**config.mk**
```make
export PLATFORM = sky130hd
export DESIGN_NAME = mem_io_ctrl
export DESIGN_NICKNAME = d
export VERILOG_FILES = /design/src/rtl/mem_io_ctrl.sv
export SDC_FILE = /design/constraint.sdc
export NUM_CORES = 1
export LEC_CHECK = 0
export BUFFER_PORTS_ARGS = -buffer_cell sky130_fd_sc_hd__buf_4
export CAP_MARGIN = 20
export CORE_MARGIN = 10
export CORE_UTILIZATION = 47
export CTS_CLUSTER_SIZE = 30
export DETAILED_ROUTE_END_ITERATION = 12
export PLACE_DENSITY = 0.86
export SYNTH_ARGS = -nofsm -noshare
export SYNTH_HDL_FRONTEND = slang
export SYNTH_SLANG_ARGS = --single-unit
```
**constraint.sdc**
```tcl
create_clock -name Clk -period 2.6 [get_ports Clk]
set_input_delay 0 -clock Clk [delete_from_list [all_inputs] [get_ports Clk]]
set_output_delay 0 -clock Clk [all_outputs]
set_load 0.02 [all_outputs]
```
**src/rtl/mem_io_ctrl.sv**
```systemverilog
// mem_io_ctrl: LC-3 memory/IO access controller with programmable SRAM wait states and hex display register.
// Define MEM_IO_ACCESS_CNT_EN to add an access counter readable/clearable at IO_ADDR-1.
module mem_io_ctrl #(
    parameter int ADDR_W = 20,
    parameter int DATA_W = 16,
    parameter int SW_W = 16,
    parameter int HEX_DIGITS = 4,
    parameter int WAIT_STATES = 2,
    parameter logic [ADDR_W-1:0] IO_ADDR = 'hFFFF
) (
    input  logic                    Clk,
    input  logic                    Reset,
    input  logic                    Req,
    input  logic                    Rd_Wr,
    input  logic [ADDR_W-1:0]       A,
    input  logic [DATA_W-1:0]       Data_from_CPU,
    output logic [DATA_W-1:0]       Data_to_CPU,
    output logic                    Ready,
    output logic                    Busy,
    input  logic [SW_W-1:0]         Switches,
    output logic [4*HEX_DIGITS-1:0] HEX_Out,
    output logic [ADDR_W-1:0]       Mem_A,
    output logic [DATA_W-1:0]       Mem_Dout,
    input  logic [DATA_W-1:0]       Mem_Din,
    output logic                    Mem_CE,
    output logic                    Mem_OE,
    output logic                    Mem_WE,
    output logic                    Mem_UB,
    output logic                    Mem_LB
);
    typedef enum logic [1:0] {IDLE, MEM, DONE} state_t;
    state_t state;
    logic rd;
    logic [3:0] wait_cnt;
    logic io_hit, cnt_hit;
    logic [DATA_W-1:0] io_rdata;
    assign io_hit = A == IO_ADDR;
`ifdef MEM_IO_ACCESS_CNT_EN
    localparam logic [ADDR_W-1:0] CNT_ADDR = IO_ADDR - 1'b1;
    logic [DATA_W-1:0] acc_cnt;
    logic skip_cnt;
    assign cnt_hit = A == CNT_ADDR;
    assign io_rdata = io_hit ? DATA_W'(Switches) : acc_cnt;
    // The clearing write arms skip_cnt so its own Ready pulse is not counted
    always_ff @(posedge Clk or negedge Reset)
        if (!Reset) begin
            acc_cnt <= '0;
            skip_cnt <= 1'b0;
        end else if (state == IDLE && Req && cnt_hit && !Rd_Wr) begin
            acc_cnt <= '0;
            skip_cnt <= 1'b1;
        end else if (Ready) begin
            acc_cnt <= skip_cnt ? acc_cnt : acc_cnt + 1'b1;
            skip_cnt <= 1'b0;
        end
`else
    assign cnt_hit = 1'b0;
    assign io_rdata = DATA_W'(Switches);
`endif
    always_ff @(posedge Clk or negedge Reset)
        if (!Reset) begin
            state <= IDLE;
            rd <= 1'b0;
            wait_cnt <= '0;
            Ready <= 1'b0;
            Busy <= 1'b0;
            Data_to_CPU <= '0;
            HEX_Out <= '0;
            Mem_A <= '0;
            Mem_Dout <= '0;
            {Mem_CE, Mem_OE, Mem_WE, Mem_UB, Mem_LB} <= '1;
        end else
            case (state)
                IDLE:
                    if (Req) begin
                        rd <= Rd_Wr;
                        Busy <= 1'b1;
                        if (io_hit || cnt_hit) begin
                            if (Rd_Wr) Data_to_CPU <= io_rdata;
                            else if (io_hit) HEX_Out <= Data_from_CPU[4*HEX_DIGITS-1:0];
                            Ready <= 1'b1;
                            state <= DONE;
                        end else begin
                            Mem_A <= A;
                            if (!Rd_Wr) Mem_Dout <= Data_from_CPU;
                            {Mem_CE, Mem_UB, Mem_LB} <= '0;
                            Mem_OE <= !Rd_Wr;
                            Mem_WE <= Rd_Wr;
                            wait_cnt <= 4'(WAIT_STATES);
                            state <= MEM;
                        end
                    end
                MEM:
                    if (wait_cnt == 4'd0) begin
                        if (rd) Data_to_CPU <= Mem_Din;
                        {Mem_CE, Mem_OE, Mem_WE, Mem_UB, Mem_LB} <= '1;
                        Ready <= 1'b1;
                        state <= DONE;
                    end else
                        wait_cnt <= wait_cnt - 1'b1;
                default: begin
                    Ready <= 1'b0;
                    Busy <= 1'b0;
                    state <= IDLE;
                end
            endcase
endmodule

```
==> After elaboration in Yosys (flattened, before gate mapping) <==
Cells that the tools add are included.
W data, S select, Z words.
{ "word_totals": {"ff_bits": 80} }
{ "classes": {"n_reduce_logical": 14, "addsub": 1, "eq_ne": 9, "n_mux": 29, "n_bitwise": 3} }
{ "op_table": {"columns": ["cell", "count"], "rows": [
  ["$mux W16", 5],
  ["$pmux W16 S2", 1],
  ["$eq A20 B16 Y1 const B", 1],
  ["$reduce_and A4 Y1", 4],
  ["$ne A2 B2 Y1 const B", 7],
  ["$mux W4", 3],
  ["$mux W1", 10],
  ["$pmux W1 S2", 5],
  ["$pmux W4 S2", 1],
  ["$mux W2", 3],
  ["$reduce_and A2 Y1", 3],
  ["$reduce_and A3 Y1", 2],
  ["$reduce_and A6 Y1", 1],
  ["$logic_not A4 Y1", 1],
  ["$pmux W2 S2", 1],
  ["$sub A4 B1 Y4 const B", 1],
  ["$not A1 Y1", 3],
  ["$eq A2 B1 Y1 const B", 1],
  ["$logic_not A2 Y1", 1],
  ["$reduce_bool A2 Y1", 1],
  ["$logic_not A1 Y1", 1]
]} }

==> Depth between registers and ports, before layout <==
{ "depth": {"word_depth": 4, "depth_mapped": 9, "ltp_nobuf": 7} }

==> Least setup slack after synthesis <==
No wires, ideal clock.
{ "synth_path": {"path_type": "register to register", "start": "register wait_cnt[0]", "end": "register Data_to_CPU[10]", "required_time_ns": 2.518, "t_arrival_ns": 1.853, "setup_slack_ns": 0.665, "synth_period_minus_slack_ns": 1.935, "stages_incl_launch_ff": 10, "path_cell_list": "dfrtp_1 inv_1 ha_1 nor3b_1 nor2_1 nor4bb_1 clkbuf_1 buf_2 nor3_1 a31oi_1"} }
{ "synth_between": {"elab_chain_len": 3} }
{ "synth_lines": {"columns": ["element", "line", "source"], "rows": [
  ["start: declaration", "34", "logic [3:0] wait_cnt;"],
  ["start signal: assignment", "89", "wait_cnt <= 4'(WAIT_STATES);"],
  ["start signal: assignment", "100", "wait_cnt <= wait_cnt - 1'b1;"],
  ["$logic_not A4 Y1", "94", "if (wait_cnt == 4'd0) begin"],
  ["$ne A2 B2 Y1 (no line)", null, null],
  ["$reduce_and A6 Y1 (no line)", null, null],
  ["end signal: assignment", "79", "if (Rd_Wr) Data_to_CPU <= io_rdata;"],
  ["end signal: assignment", "95", "if (rd) Data_to_CPU <= Mem_Din;"],
  ["end: declaration", "17", "output logic [DATA_W-1:0] Data_to_CPU,"]
]} }
No other way between the ends.
A chain may end at the register's enable or synchronous reset.

==> Final worst setup path <==
{ "layout_path": {"start": "input port A[17]", "end": "register Data_to_CPU[1]"} }
{ "layout_between": {"elab_chain_len": 3} }
{ "layout_lines": {"columns": ["element", "line", "source"], "rows": [
  ["start: declaration", "15", "input logic [ADDR_W-1:0] A,"],
  ["$eq A20 B16 Y1", "37", "assign io_hit = A == IO_ADDR;"],
  ["$ne A2 B2 Y1 (no line)", null, null],
  ["$reduce_and A6 Y1 (no line)", null, null]
]} }
No other way between the ends.

==> run metrics <==
post-CTS resize count=0; startpoint types=input pin; Async SR Flop Fraction=100%; Max Root-Sink Buffers=2; Die ar.=11100 sq um; Final HPWL DP=7430 um; crit share post-route=86.5%; Synth area leader=dfrtp_1; syn nets=333; gr ovfl total=0; pin count of the biggest net entering global routing=81; placed cell count=495; synth warn=0; commonest non-fill, non-tap cell in the layout=buf_4; CTS Sinks=80; Yosys cell types=36; critical path capture point type=register; vias in the first global route=3371; #FFs+latches synth=80; slew margin rel.=33.6%; Top Ports=147; fin area=5370 sq um; Critical Path AT=2440 ps; Fmax achieved=0.445 GHz; DIE WIDTH=106 um; global-route wire length before repair=17500 um; Final Util=74.8%; endpoints failing hold=1; Detail Route Antenna Nets=0; gp weighted congestion=0.812; clock root cell=clkbuf_8; Worst-Skew Late Latency=330 ps; Worst-Margin Slew=995 ps; max-slew violation count=0; top cells by area, synth=dfrtp_1 56%, mux2_2 17%, mux2i_1 5.2%, a31oi_1 2.9%, nor3_1 2.3%; die height=106 um; TritonCTS clock tree=yes; commonest cells after routing, fill and taps aside=152 x buf_4, 77 x dfrtp_1, 53 x mux2_2; Design Power=6.04 mW; Required @ worst endpoint=2790 ps; Final Non-Filler Cells=563; main flop type after synthesis=dfrtp_1; failing checks=negative hold slack; total negative slack=0 ps; Area after DPL=4630 sq um; antenna violations before repair=1; share of layout cells above drive strength 1=50.1%; Final Critical Period=2250 ps; core area=7180 sq um; Port Buffers=146; final worst slack=351 ps; PD cells=1130 nW/um^2; syn_area_per_cell=13.3 sq um; via count=2923; Hold/Removal Path Class=in -> reg; EDFF count, synth=0; site row count=31; drt pass-1 iters=6; Final nets=533; setup slack at placement=523 ps; Syn Inst Count=259; unrepaired setup endpoints after global routing=false; Residual DRC=0; GRT Total Usage=19.3%; final wirelength=11100 um; worst vdd ir=562 uV; postcts setup bufs=0; endpoints failing setup=0; Syn Std Cell Area=3440 sq um; Area Overhead vs Synth=56.2%; DRT iter0 DRCs=101; clk_skew=9.27 ps; Num CTS Buffers=9; sequential fraction of the synthesis area=58.4%; hold slack=-0.501 ps; WL/cell=19.7 um; CP Class=in -> reg; max-cap violation count=0; htree depth=3; Initial Util=47.9%; CP max FO=18; Leakage=2.57 nW; clock-pin slew on the worst setup and hold paths=80 ps; area share of the largest cell type after synthesis=56.1%; status=finished, violations left; Fillers=450; Vias per Instance=5.19
==> path summary, 6_finish.rpt <==
path	startpoint	endpoint	slack, ps	cells past startpoint
setup reg to reg	wait_cnt[0]	Data_to_CPU[1]	500	7
hold / removal	Switches[12]	Data_to_CPU[12]	-0.5	3
setup / recovery	A[17]	Data_to_CPU[1]	350	8
max in group asynchronous	Reset	Mem_Dout[8]	1550	2
hold reg to reg	Mem_Dout[13]	Mem_Dout[13]	510	1
min in group asynchronous	Reset	Mem_A[9]	400	2
==> area by class of cell <==
class | instances | area (sq um) | share of cell area [%]
clock buffer | 12 | 155 | 2.89
inverter | 4 | 15.0 | 0.280
tap | 99 | 124 | 2.31
antenna | 1 | 2.50 | 0.0466
timing repair buffer | 204 | 1660 | 30.9
multi-input combinational | 160 | 1340 | 25.0
clock inverter | 3 | 65.1 | 1.21
sequential | 80 | 2010 | 37.4
==> registers in the layout (all words and copies together) (netlist names) <==
signal	flops
Mem_A	20
wait_cnt	4
Busy	1
Ready	1
HEX_Out	16
Mem_LB	1
rd	1
Mem_Dout	16
Mem_WE	1
Mem_OE	1
state	2
Data_to_CPU	16
==> repair_timing <==
action | CTS | global route
setup endpoints to repair | 0 | 0
hold buffers | 51 | 1
hold endpoints to repair | 136 | 1
==> synthesized netlist by cell type, drive strengths merged (3+ instances only) <==
master,count
a21oi,4
a31oi,16
and4,3
buf,10
clkbuf,5
dfrtp,77
dfstp,3
inv,4
mux2,53
mux2i,18
nand2,7
nand4,3
nor2,9
nor3,17
o21ai,10
==> where the power goes <==
group / switching, mW / internal [mW] / total [mW]
registers: 0.322 / 1.76 / 2.08
logic: 1.56 / 1.38 / 2.94
clock network: 0.427 / 0.588 / 1.02
==> critical path: stages <==
cell and delay (ps):
dlygate4sd3_1 550, buf_4 150, nor4b_2 370, nand2_1 120, nor4_1 610, a32o_1 280, buf_4 220, a31oi_1 140
==> cell families after synthesis <==
group	Yosys count	synth area share, %
compound gates	34	6.01
fa+ha+maj	2	0.728
buf+inv	19	3.02
flops	80	58.4
mux	71	22.6
simple gates	53	9.28
==> layer usage <==
metal	share of wire, %	GRT usage [%]	wire, um	up-vias
li1	-	-	-	1342
met1	36	19.1	3950	1450
met2	55	36.3	6040	111
met3	7.1	5.72	786	20
met4	2.7	8.51	294	0
met5	0	0	0	-
Power figures use the tool's default switching activity.
